`src/rtl/cola_pkg.sv`:
```
// Shared definitions for the cola vending initiator: one-hot state encoding and default price.
package cola_pkg;

  localparam int DEFAULT_PRICE = 3;

  typedef enum logic [5:0] {
    IDLE      = 6'b000001,
    COIN      = 6'b000010,
    GAP       = 6'b000100,
    WAIT_COLA = 6'b001000,
    DONE      = 6'b010000,
    ERR       = 6'b100000
  } state_t;

endpackage

```
`src/rtl/cola_down_timer.sv`:
```
// Loadable down-counter with a zero flag; saturates at zero so a late decrement is harmless.
module cola_down_timer #(
  parameter int W = 2
) (
  input  logic         sys_clk,
  input  logic         sys_rst,
  input  logic         load,
  input  logic [W-1:0] load_val,
  input  logic         dec,
  output logic         zero
);

  logic [W-1:0] cnt_reg;

  always_ff @(posedge sys_clk or negedge sys_rst) begin
    if (!sys_rst) begin
      cnt_reg <= '0;
    end else if (load) begin
      cnt_reg <= load_val;
    end else if (dec && (cnt_reg != '0)) begin
      cnt_reg <= cnt_reg - W'(1);
    end
  end

  assign zero = (cnt_reg == '0);

endmodule

```
`src/rtl/cola_buyer.sv`:
```
// Customer-side initiator: issues PRICE coin pulses per cola, waits for each cola pulse,
// and reports done or a timeout error once the whole order is served or abandoned.
module cola_buyer
  import cola_pkg::*;
#(
  parameter int ORDER_W  = 4,
  parameter int PRICE    = DEFAULT_PRICE,
  parameter int COIN_GAP = 1,
  parameter int TIMEOUT  = 4
) (
  input  logic               sys_clk,
  input  logic               sys_rst,
  input  logic               order_valid,
  input  logic [ORDER_W-1:0] order_cnt,
  output logic               order_ready,
  input  logic               pi_cola,
  output logic               po_money,
  output logic               busy,
  output logic [ORDER_W-1:0] cola_rcvd,
  output logic               done,
  output logic               err
);

  localparam int CW   = (PRICE > 1) ? $clog2(PRICE) : 1;
  localparam int TMAX = (COIN_GAP > TIMEOUT) ? COIN_GAP : TIMEOUT;
  localparam int TW   = (TMAX > 1) ? $clog2(TMAX) : 1;

  state_t             state_reg, state_next;
  logic [ORDER_W-1:0] target_reg, target_next;
  logic [ORDER_W-1:0] cola_reg, cola_next;
  logic [CW-1:0]      coin_reg, coin_next;
  logic [ORDER_W-1:0] cola_inc;

  logic               tmr_load, tmr_dec, tmr_zero;
  logic [TW-1:0]      tmr_val;

  // One timer serves both GAP and WAIT_COLA since the two states never overlap.
  cola_down_timer #(.W(TW)) u_timer (
    .sys_clk  (sys_clk),
    .sys_rst  (sys_rst),
    .load     (tmr_load),
    .load_val (tmr_val),
    .dec      (tmr_dec),
    .zero     (tmr_zero)
  );

  always_ff @(posedge sys_clk or negedge sys_rst) begin
    if (!sys_rst) begin
      state_reg  <= IDLE;
      target_reg <= '0;
      cola_reg   <= '0;
      coin_reg   <= '0;
    end else begin
      state_reg  <= state_next;
      target_reg <= target_next;
      cola_reg   <= cola_next;
      coin_reg   <= coin_next;
    end
  end

  assign cola_inc = cola_reg + ORDER_W'(1);

  always_comb begin
    state_next  = state_reg;
    target_next = target_reg;
    cola_next   = cola_reg;
    coin_next   = coin_reg;
    tmr_load    = 1'b0;
    tmr_dec     = 1'b0;
    tmr_val     = '0;
    case (state_reg)
      IDLE: begin
        if (order_valid) begin
          cola_next = '0;
          if (order_cnt != '0) begin
            target_next = order_cnt;
            coin_next   = '0;
            state_next  = COIN;
          end else begin
            state_next  = DONE;
          end
        end
      end
      COIN: begin
        if (coin_reg == CW'(PRICE - 1)) begin
          state_next = WAIT_COLA;
          tmr_load   = 1'b1;
          tmr_val    = TW'(TIMEOUT - 1);
        end else begin
          coin_next  = coin_reg + CW'(1);
          state_next = GAP;
          tmr_load   = 1'b1;
          tmr_val    = TW'(COIN_GAP - 1);
        end
      end
      GAP: begin
        if (tmr_zero) state_next = COIN;
        else          tmr_dec    = 1'b1;
      end
      WAIT_COLA: begin
        // A cola arriving on the last wait cycle still counts.
        if (pi_cola) begin
          cola_next = cola_inc;
          if (cola_inc == target_reg) begin
            state_next = DONE;
          end else begin
            coin_next  = '0;
            state_next = GAP;
            tmr_load   = 1'b1;
            tmr_val    = TW'(COIN_GAP - 1);
          end
        end else if (tmr_zero) begin
          state_next = ERR;
        end else begin
          tmr_dec = 1'b1;
        end
      end
      DONE:    state_next = IDLE;
      ERR:     state_next = IDLE;
      default: state_next = IDLE;
    endcase
  end

  assign order_ready = (state_reg == IDLE);
  assign busy        = (state_reg != IDLE);
  assign po_money    = (state_reg == COIN);
  assign done        = (state_reg == DONE);
  assign err         = (state_reg == ERR);
  assign cola_rcvd   = cola_reg;

endmodule

```
`config.mk`:
```
export PLATFORM = sky130hd
export DESIGN_NAME = cola_buyer
export DESIGN_NICKNAME = d
export VERILOG_FILES = /design/src/rtl/cola_pkg.sv /design/src/rtl/cola_down_timer.sv /design/src/rtl/cola_buyer.sv
export SDC_FILE = /design/constraint.sdc
export NUM_CORES = 1
export LEC_CHECK = 0
export BUFFER_PORTS_ARGS = -buffer_cell sky130_fd_sc_hd__buf_2
export CAP_MARGIN = 10
export CORE_UTILIZATION = 58
export DETAILED_ROUTE_END_ITERATION = 8
export HOLD_SLACK_MARGIN = 0.05
export PLACE_DENSITY = 0.83
export SLEW_MARGIN = 0
export SYNTH_ARGS = -nofsm -noshare
export SYNTH_HDL_FRONTEND = slang
export SYNTH_SLANG_ARGS = --single-unit
```
`constraint.sdc`:
```
create_clock -name sys_clk -period 3.31 [get_ports sys_clk]
set_input_delay 0 -clock sys_clk [delete_from_list [all_inputs] [get_ports sys_clk]]
set_output_delay 0 -clock sys_clk [all_outputs]
set_load 0.03 [all_outputs]
```
==> impl_metrics.yaml <==
logic_synthesis:
  ys.warnings.count: 0
  synth-edff-count: 0
  yosys-top-cells-count: "dfrtp_1, o21ai_0, inv_1"
  synth.most_common_cell: "dfrtp_1"
  ys_seq_area_frac: 0.456
  synthDistinctLibCells: 35
  synthCells: 93
  async_reset_ff_frac: 1.00
  ys_top_cells_by_area: "dfrtp_1, mux2_2, o21ai_0"
  avgSynthCellArea_um2: 10.7
  ys_ff_latch: 18
  synth_ff_type: "dfrtp_1"
  yosys.area.top_type: "dfrtp_1"
  syn_nets: 104
  synth_top_area_frac: 0.429
  syn_area_um2: 991
global_routing:
  grt_use_met2: 0.406
  groute.usage.overall: 0.257
  grtUsageMet1: 0.356
  grt_use_met3: 0.0375
  grt_overflow: 0
  antenna_found_initial: 0
  grt.busiest_layer: "met2"
  grt_max_degree: 19
  grt_pass1_wl_um: 3550
  grt_pass1_vias: 810
worst_setup_path:
  crit_slowest_cell: "nor4_1"
  critPathLaunchType: "flip-flop"
  crit_buf_inv: 1
  cp.required_ns: 3.50
  path_max_fanout: 5
  cpPeakStageDelay_ns: 0.46
  crit_chain: "nor4_1, nand3b_1, inv_1, nand2b_1, a221oi_2, mux2_1"
  worstSetupPathType: "reg -> reg"
  crit_family: "simple AND/OR/NAND/NOR gates"
  worst_ep_arrival_time_ns: 2.38
  endpoint_kind: "flip-flop"
sta:
  max_freq_ghz: 0.457
  tightest_slew_ns: 0.449
  slew-limit-headroom: 0.698
  drv_slew: 0
  setup_viol: 0
  finalCriticalPeriod_ns: 2.19
  rsz0062_at_grt: "no"
  fin_crit_sh: 0.661
  fin_skew_ns: 0.00605
  hold_viol: 0
  fin_hold_ws_ns: 0.0996
  tns_ns: 0
clock_tree:
  cts_buffers: 3
  numClockSinks: 18
  insertion_delay_ns: 0.30
  cts_tree: "yes"
  path_clk_slew_ns: 0.10
  post_cts_buffers: 0
  cts_hold_buf: 6
  clock-root-buffer: "clkbuf_4"
  cts_buffer_depth: 2
  cts_resized: 0
  cts_htree_levels: 1
power_and_ir_drop:
  p_leak_nw: 0.567
  vdd_ir_drop_max_v: 0.000553
  powerDensity_nw_per_um2: 710
placement:
  io_buffers: 16
  dp_hpwl_um: 1450
  gp_congestion: 0.792
floorplan:
  die_w_um: 43.3
  die_y_um: 43.3
  core_area_um2: 1560
  initial_core_util: 0.636
  dieArea_um2: 1880
  rows: 14
  io-pin-count: 17
cells_and_area:
  layout.nets: 130
  syn_to_final_growth_pct: 18.3
  final_layout_size_suffix_gt1_frac: 0.246
  largest_reg_flops: 6
  antennaDiodeCount: 0
drt:
  routed_wl_um: 1930
  drc: 2
  drt_iter0_markers: 21
  ant_nets: 0
  via_per_inst: 5.87
  wl_per_cell_um: 14.4
  vias: 786
  firstDrtPassIters: 6
outcome:
  status: "finished with violations"
  violations: "design-rule violations"
worst_hold_path:
  hold_path_class: "in -> reg"
flow_run:
  max_cap_violations: 0
-- worst register-to-register path, delay by kind of cell, from the launching register on --
kind,cells,cell delay [ns]
buffers and inverters,1,0.16
flip-flops,1,0.44
multiplexers,1,0.36
AO/OA/AOI/OAI,1,0.29
AND/OR/NAND/NOR,3,0.83
-- area by class of cell --
class                      count  area, um2
clock buffer                   4       26.3
inverter                       7       26.3
multi-input combinational     67        508
tap                           16       20.0
timing repair buffer          22        140
sequential                    18        452
fill                         106        387
-- where the power goes --
group          leakage, nW  switching, mW  total [mW]  internal [mW]
clock               0.0150         0.0674       0.114         0.0470
sequential           0.236         0.0510       0.334          0.283
combinational        0.316          0.212       0.384          0.172
-- through the flow --
| step | power [mW] | setup WS (ns) | cells | utilization | area [um2] |
|---|---|---|---|---|---|
| after floorplan | 0.630 | 1.09 | 93 | - | 991 |
| after global placement | 0.701 | 1.29 | 124 | 0.697 | 1090 |
| after detailed placement | 0.717 | 1.18 | 124 | 0.697 | 1090 |
| after CTS | 0.838 | 1.14 | 134 | 0.752 | 1170 |
| after global routing | 0.899 | 0.990 | 134 | 0.752 | 1170 |
| final | 0.832 | 1.12 | 134 | 0.752 | 1170 |
-- metal layers --
metal / wire length, um / share of wire / vias up
li1: - / - / 387
met1: 909 / 0.47 / 378
met2: 943 / 0.49 / 17
met3: 50 / 0.026 / 4
met4: 30 / 0.016 / 0
met5: 0 / 0 / -
-- layout by cell type, fill, tap and decap left out, types with 2 or more instances in the layout --
| master | Yosys | routed |
|---|---|---|
| dfrtp_1 | 17 | 17 |
| nand2_1 | 5 | 5 |
| xor2_1 | 3 | 3 |
| nor4_1 | 3 | 3 |
| nand3b_1 | 4 | 4 |
| ha_1 | 3 | 3 |
| and2_1 | 2 | 2 |
| nor3b_1 | 2 | 2 |
| dlygate4sd3_1 | 0 | 6 |
| nor2_1 | 4 | 4 |
| o21ai_0 | 8 | 8 |
| mux2_2 | 5 | 5 |
| inv_1 | 7 | 7 |
| nand3_1 | 3 | 3 |
| o21ai_1 | 2 | 2 |
| nor2b_1 | 2 | 2 |
| clkbuf_4 | 0 | 3 |
| buf_2 | 1 | 16 |
| xnor2_1 | 4 | 4 |
-- path summary, 6_finish.rpt --
kind | slack (ns) | cells past startpoint | end | startpoint
max | 1.12 | 6 | coin_reg[1]$_DFFE_PN0P_ | state_reg[5]$_DFFE_PN0P_
min | 0.1 | 3 | state_reg[5]$_DFFE_PN0P_ | pi_cola
max reg2reg | 1.12 | 6 | coin_reg[1]$_DFFE_PN0P_ | state_reg[5]$_DFFE_PN0P_
min reg2reg | 0.50 | 1 | coin_reg[0]$_DFFE_PN0P_ | coin_reg[0]$_DFFE_PN0P_
max in group asynchronous | 2.82 | 2 | state_reg[0]$_DFFE_PN1P_ | sys_rst
min in group asynchronous | 0.17 | 2 | target_reg[2]$_DFFE_PN0P_ | sys_rst
-- cell families (layout without fill, tap and decap cells) --
logic type	Yosys count	after routing	share of synthesized area
AND/OR/NAND/NOR	32	32	0.198
buffers and inverters	8	33	0.0316
AO/OA/AOI/OAI	17	17	0.112
flip-flops	18	18	0.456
multiplexers	7	7	0.0783
adder cells (fa/ha/maj)	3	3	0.0379
XOR/XNOR	8	8	0.0859
Note: power is estimated with default switching activity, not from simulation.
